<file path="config.mk">
export PLATFORM = sky130hd
export DESIGN_NAME = bist_signature_analyzer
export DESIGN_NICKNAME = d
export VERILOG_FILES = /design/src/rtl/bist_signature_analyzer.sv
export SDC_FILE = /design/constraint.sdc
export NUM_CORES = 1
export LEC_CHECK = 0
export ABC_AREA = 1
export CAP_MARGIN = 0
export CELL_PAD_IN_SITES_DETAIL_PLACEMENT = 1
export CELL_PAD_IN_SITES_GLOBAL_PLACEMENT = 1
export CORE_ASPECT_RATIO = 1.4
export CORE_MARGIN = 2
export CORE_UTILIZATION = 33
export DETAILED_ROUTE_END_ITERATION = 8
export PLACE_DENSITY = 0.8
export SLEW_MARGIN = 0
export SYNTH_ARGS = -nofsm -noshare
export SYNTH_HDL_FRONTEND = slang
export SYNTH_SLANG_ARGS = --single-unit
</file>
<file path="constraint.sdc">
create_clock -name clk -period 1.35 [get_ports clk]
set_input_delay 0.2025 -clock clk [delete_from_list [all_inputs] [get_ports clk]]
set_output_delay 0.2025 -clock clk [all_outputs]
set_load 0.05 [all_outputs]
</file>
<file path="src/rtl/bist_signature_analyzer.sv">
// -----------------------------------------------------------------------------
// bist_signature_analyzer
//
// Response-side controller for the scan-chain BIST. It sequences scan_en for
// the pattern generator and the scan chain (shift CHAIN_LEN cycles, capture
// one cycle, repeat NUM_PATTERNS times, then flush the last response). It
// compacts the serial scan_out stream into a single-input signature register
// (SISR), and at the end compares the signature with GOLDEN.
//
// Optional feature macro: BIST_ABORT_EN
//   When defined, this adds the abort input and the aborted output. An abort
//   seen while busy ends the run in DONE with pass=0 and the signature frozen.
//
// Ports:
//   clk          in   clock
//   rst_n        in   synchronous active-low reset
//   start        in   run request, sampled in IDLE or DONE
//   scan_out     in   serial response from the last flop of the scan chain
//   abort        in   (BIST_ABORT_EN only) abort the current run
//   scan_en      out  1 = chain shifts, 0 = chain captures
//   busy         out  high in SHIFT/CAPTURE/FLUSH
//   done         out  high in DONE
//   pass         out  valid when done: final signature == GOLDEN
//   signature    out  current SISR contents
//   pattern_cnt  out  captures completed this run
//   aborted      out  (BIST_ABORT_EN only) last run ended by abort
// -----------------------------------------------------------------------------
module bist_signature_analyzer #(
    parameter int                   CHAIN_LEN    = 8,
    parameter int                   NUM_PATTERNS = 16,
    parameter int                   SIG_WIDTH    = 8,
    parameter logic [SIG_WIDTH-1:0] TAPS         = 8'b1000_1110,
    parameter logic [SIG_WIDTH-1:0] GOLDEN       = 8'h00
) (
    input  logic                 clk,
    input  logic                 rst_n,
    input  logic                 start,
    input  logic                 scan_out,
`ifdef BIST_ABORT_EN
    input  logic                 abort,
    output logic                 aborted,
`endif
    output logic                 scan_en,
    output logic                 busy,
    output logic                 done,
    output logic                 pass,
    output logic [SIG_WIDTH-1:0] signature,
    output logic [7:0]           pattern_cnt
);

    localparam int             CW         = (CHAIN_LEN > 1) ? $clog2(CHAIN_LEN) : 1;
    localparam logic [CW-1:0]  SHIFT_LAST = CW'(CHAIN_LEN - 1);
    localparam logic [7:0]     NP         = 8'(NUM_PATTERNS);

    typedef enum logic [2:0] {
        IDLE    = 3'd0,
        SHIFT   = 3'd1,
        CAPTURE = 3'd2,
        FLUSH   = 3'd3,
        DONE    = 3'd4
    } state_t;

    state_t         state;
    logic [CW-1:0]  shift_cnt;
    logic [SIG_WIDTH-1:0] sig_next;
    logic           in_run;

    // SISR step: the tap parity is folded with the incoming bit and shifted
    // in at the LSB.
    assign sig_next = {signature[SIG_WIDTH-2:0], (^(signature & TAPS)) ^ scan_out};

    assign in_run  = (state == SHIFT) || (state == CAPTURE) || (state == FLUSH);
    assign scan_en = (state != CAPTURE);
    assign busy    = in_run;
    assign done    = (state == DONE);

    always_ff @(posedge clk) begin
        if (!rst_n) begin
            state       <= IDLE;
            shift_cnt   <= '0;
            signature   <= '0;
            pattern_cnt <= '0;
            pass        <= 1'b0;
`ifdef BIST_ABORT_EN
            aborted     <= 1'b0;
`endif
        end else begin
`ifdef BIST_ABORT_EN
            // Abort wins over normal sequencing. The signature is left
            // untouched on this edge so that it reflects the state at abort.
            if (abort && in_run) begin
                state     <= DONE;
                shift_cnt <= '0;
                pass      <= 1'b0;
                aborted   <= 1'b1;
            end else
`endif
            begin
                case (state)
                    IDLE, DONE: begin
                        if (start) begin
                            state       <= SHIFT;
                            signature   <= '0;
                            pattern_cnt <= '0;
                            shift_cnt   <= '0;
                            pass        <= 1'b0;
`ifdef BIST_ABORT_EN
                            aborted     <= 1'b0;
`endif
                        end
                    end
                    SHIFT: begin
                        // The first load only flushes out the chain's reset
                        // contents, which carry no response information.
                        if (pattern_cnt != 8'd0)
                            signature <= sig_next;
                        if (shift_cnt == SHIFT_LAST) begin
                            shift_cnt <= '0;
                            state     <= CAPTURE;
                        end else begin
                            shift_cnt <= shift_cnt + CW'(1);
                        end
                    end
                    CAPTURE: begin
                        pattern_cnt <= pattern_cnt + 8'd1;
                        state       <= (pattern_cnt + 8'd1 == NP) ? FLUSH : SHIFT;
                    end
                    FLUSH: begin
                        signature <= sig_next;
                        if (shift_cnt == SHIFT_LAST) begin
                            shift_cnt <= '0;
                            state     <= DONE;
                            // The verdict covers the final compaction on this edge.
                            pass      <= (sig_next == GOLDEN);
                        end else begin
                            shift_cnt <= shift_cnt + CW'(1);
                        end
                    end
                    default: state <= IDLE;
                endcase
            end
        end
    end

endmodule
</file>
## Word level (Yosys, flattened, before mapping)

Index checks and enable logic that the tools add are counted.
Widths: inputs -> output; s select.

- Bits in registers: 23
- Bits of input ports: 4
- Output and inout bits: 20
- Word-level logic and storage cells: 51

- $add $sub $neg: 2
- Eq/ne operators: 11
- Mux-type cells: 15
- Bitwise logic cells: 1
- Reductions and logical operators: 17

Operators with widths:

| cell | count |
|---|---|
| $pmux 8 s3 | 1 |
| $mux 8 | 2 |
| $pmux 8 s2 | 1 |
| $mux 3 | 5 |
| $pmux 3 s4 | 1 |
| $reduce_and 3->1 | 3 |
| $add 8x1->8 const B | 1 |
| $eq 8x5->1 const B | 1 |
| $logic_not 8->1 | 1 |
| $reduce_bool 8->1 | 1 |
| $reduce_xor 8->1 | 1 |
| $eq 3x2->1 const B | 2 |
| $eq 3x3->1 const B | 2 |
| $ne 2x1->1 const B | 3 |
| $pmux 3 s2 | 1 |
| $reduce_bool 2->1 | 3 |
| $reduce_and 2->1 | 2 |
| $reduce_or 2->1 | 2 |
| $add 3x1->3 const B | 1 |
| $eq 3x1->1 const B | 1 |
| $logic_not 3->1 | 1 |
| $ne 3x2->1 const B | 1 |
| $reduce_bool 3->1 | 1 |
| $logic_or 1x1->1 | 2 |
| 5 further kinds | 6 |

## Depth between registers and ports, before layout

- Depth in word-level cells: 5
- Mapped depth: 11
- Gate-level depth less buffers: 11

## Least setup slack after synthesis

No wires, ideal clock.

- Path type: flip-flop to flip-flop
- From: reg pattern_cnt[0]
- To: reg state[1]
- Setup time: 0.067 ns
- Arrival time: 1.758 ns
- Slack: -0.476 ns
- Stages on the path, launching flop included: 12
- Path buffers: 0
- Clock period less this slack: 1.826 ns
- Cells stage by stage: dfxtp_1 -> ha_1 -> nand3_1 -> nand2_1 -> nand2_1 -> nor2_1 -> nand2_1 -> nor2_1 -> nand2_1 -> nand2_1 -> nand2_1 -> a21oi_2

- Word-level cells in the longest chain between the ends: 4

RTL lines:

| what | line | text |
|---|---|---|
| start, declared | 48 | `output logic [7:0] pattern_cnt` |
| start signal, assigned | 125 | `pattern_cnt <= pattern_cnt + 8'd1;` |
| $add 8x1->8 | 126 | `state <= (pattern_cnt + 8'd1 == NP) ? FLUSH : SHIFT;` |
| $eq 8x5->1 | 126 |  |
| $mux 2 | 126 |  |
| $pmux 3 s4 | 99 | `case (state)` |
| end signal, assigned | 126 |  |
| end, declared | 63 | `state_t state;` |

Every way passes these cells.
A chain may end at the register's enable or synchronous reset.

## Worst setup path after layout

- From: reg pattern_cnt[1]
- To: reg state[1]

The elaborated chain is that of the path after synthesis.

==> flow_metrics.py <==
metrics = {
    "synth": {
        "ys_top_cells_by_count": "57 x nand2_1, 23 x dfxtp_1, 20 x a21oi_1, 19 x inv_1",
        "ys_top_cells_by_area": "dfxtp_1 36%, nand2_1 17%, a21oi_1 7.9%",
        "ys_ff_latch": 23,
        "synth_top_area_share_pct": 36.4,
        "yosys.area.top_type": "dfxtp_1",
        "synth-async-reset-ratio_pct": 0,
        "ys_seq_area_share_pct": 36.4,
        "syn_area_per_cell_um2": 7.15,
        "postSynthNetCount": 186,
        "yosysMostFrequentCell": "nand2_1",
        "netlist_area_um2": 1270,
        "ys.flop_type": "dfxtp_1",
        "yosys_warnings": 0,
        "syn-instance-count": 177,
        "synth_cell_types": 27,
        "synth-edff-count": 0,
    },
    "drt": {
        "drc": 0,
        "wl_per_cell_um": 18.6,
        "drtAntennaViolNets": 0,
        "dr.first_iter.drc_count": 37,
        "drt_pre_antenna_iters": 4,
        "wirelength_um": 5130,
        "viasPerCell": 5.28,
        "num_vias": 1458,
    },
    "pwr": {
        "totalPowerFinal_w": 0.00158,
        "ir_worst_vdd_v": 0.000662,
        "power_leakage_nw": 0.880,
        "p_per_area_nw_per_um2": 706,
    },
    "global_route": {
        "grt_pass1_vias": 1655,
        "grt_pass1_wl_um": 7540,
        "grt_max_degree": 20,
        "grt.overflow.total": 0,
        "antenna_found_initial": 0,
        "grt_usage_pct": 22.2,
    },
    "worst_setup_path": {
        "crit_path_max_incr_delay_ps": 390,
        "cpMostUsedCell": "nand2_1",
        "worst-r2r-cell-count": 11,
        "crit_family": "simple AND/OR/NAND/NOR gates",
        "critical_path.cell_chain": "ha_4 > nand3_2 > nand2_1 > nand2_1 > nor2_2 > nand2_1 > nor2_1 > nand2_1 > nand2_1 > nand2_1 > a21oi_2",
        "timing.rr.start": "pattern_cnt[1]$_SDFFE_PN0P_",
        "path_max_fanout": 5,
        "slowest_stage": "dfxtp_4",
        "regToRegSetupSlack_ps": -150,
        "end_kind": "register",
        "timing.critical_path.buf_inv": 0,
        "crit_path_start_kind": "register",
        "cp_data_required_time_ps": 1550,
        "r2r_end": "state[1]$_SDFFE_PN0P_",
        "cp.arrival_ps": 1700,
        "worstSetupPathType": "register to register",
    },
    "cells_and_area": {
        "nets": 244,
        "final_util_pct": 61.0,
        "n_antenna_cell": 0,
        "area_delta_synth_final_pct": 77.0,
        "drive_gt1_share_pct": 48.7,
    },
    "clock_network": {
        "clock_latency_ps": 270,
        "clockRootBuffer": "clkbuf_8",
        "cts_hold_buf": 0,
        "cts_made_buffers": 3,
        "path_clk_slew_ps": 80,
        "cts_buffer_depth": 2,
        "cts_tree": "built",
        "htreeDepth": 1,
        "cts_num_sinks": 23,
    },
    "sta": {
        "whs_ps": 507,
        "rsz0062_at_grt": "true",
        "skew_ps": 8.39,
        "worstMarginPinSlew_ps": 332,
        "finalMaxSlewViolations": 0,
        "tns_ps": -618,
        "final.period_utilization_pct": 111,
        "setup_violations": 12,
        "hold_viol": 0,
        "slew_headroom_pct": 77.7,
        "setup_slack_ps": -151,
        "fmax_mhz": 666,
        "period_minus_slack_ps": 1500,
    },
    "placed_design": {
        "hpwl_um": 3000,
        "place_ws_ps": -125,
        "gp_congestion": 0.772,
        "numPortBuffers": 23,
    },
    "floorplan": {
        "die_x_um": 56.4,
        "num_rows": 26,
        "die-height_um": 77.3,
        "initial_core_util_pct": 34.4,
        "design.portCount": 24,
        "die_area_um2": 4360,
        "coreArea_um2": 3680,
    },
    "flow_run": {
        "cap_violations": 0,
    },
    "worst_hold_path": {
        "hold_end": "shift_cnt[1]$_SDFFE_PN0P_",
        "whs_path_depth": 2,
        "hold_start": "shift_cnt[1]$_SDFFE_PN0P_",
        "min_path_type": "register to register",
    },
    "run_status": {
        "violations": "setup timing",
        "outcome": "finished with violations",
    },
}
sequential cells by signal, summed over array words and instances (netlist names):
signal / cells
pass: 1
pattern_cnt: 8
shift_cnt: 3
signature: 8
state: 3
logic make-up (layout without fill, tap and decap cells):
family	count (synthesis)	in the layout	share of synthesized area (%)
DFF	23	23	36.4
and+or+nand+nor	93	93	34.5
AOI/OAI and AO/OA	27	27	13.3
buffers and inverters	24	81	7.41
xor gates and xnor gates	5	5	3.46
adders and majority gates	5	5	4.94
placed cells by master, fill, tap and decap left out, drive strengths merged, types with 2 or more instances in the layout:
master,instances
clkinvlp,2
nand3,12
nand4,5
nand2,61
inv,19
clkbuf,3
dfxtp,23
o21ai,3
clkdlybuf4s50,3
a21oi,22
buf,52
nor2,12
xnor2,4
ha,5
nor3,2
clkinv,2
layout make-up:
| type | count | area (um2) |
|---|---|---|
| well taps | 42 | 52.6 |
| inverters | 22 | 92.6 |
| fillers | 414 | 1440 |
| multi-input cells | 130 | 863 |
| clock buffers | 3 | 41.3 |
| clock inverters | 1 | 5.00 |
| flip-flops and latches | 23 | 489 |
| repair buffers | 55 | 697 |
worst min-delay path, stage by stage (launching register included):
cell and delay, ps:
dfxtp_1 330, nand3_1 80, a21oi_1 60
worst max path at each step:
stage | slack, ps | end | start | depth (start not counted)
floorplan | -60 | state[1]$_SDFFE_PN0P_ | state[2]$_SDFFE_PN0P_ | 9
global placement | -20 | signature[4]$_SDFFE_PN0P_ | pattern_cnt[1]$_SDFFE_PN0P_ | 6
global route | -280 | state[1]$_SDFFE_PN0P_ | pattern_cnt[1]$_SDFFE_PN0P_ | 11
CTS | -50 | state[1]$_SDFFE_PN0P_ | pattern_cnt[0]$_SDFFE_PN0P_ | 11
detailed placement | -130 | signature[5]$_SDFFE_PN0P_ | pattern_cnt[4]$_SDFFE_PN0P_ | 5
finish | -150 | state[1]$_SDFFE_PN0P_ | pattern_cnt[1]$_SDFFE_PN0P_ | 11
metrics by stage:
step                instances  cell area, um2
finish                    276            2240
global route              276            2240
CTS                       272            2130
detailed placement        254            1910
global placement          254            1910
floorplan                 177            1330
metal layers:
layer	global-route usage (%)	up-vias	part of all wire [%]
met3	2.53	15	2.2
met4	15.0	0	3.0
met5	0	-	0
met1	20.0	724	37
li1	-	686	-
met2	43.9	33	58
where the power goes:
part	internal [W]	switching (W)	total [W]	leakage, nW
Combinational	0.000186	0.000236	0.000421	0.661
Sequential	0.000685	0.0000231	0.000708	0.194
Clock	0.000207	0.000246	0.000452	0.0255
what timing repair did:
item                                    in CTS  in global routing
endpoints found under the hold margin        0                  0
setup buffers                               14                  4
gates resized for setup                     21                 24
pin swaps                                    6                 14
endpoints found under the setup margin      21                 17
No activity file was read; power rests on OpenSTA's default activity.
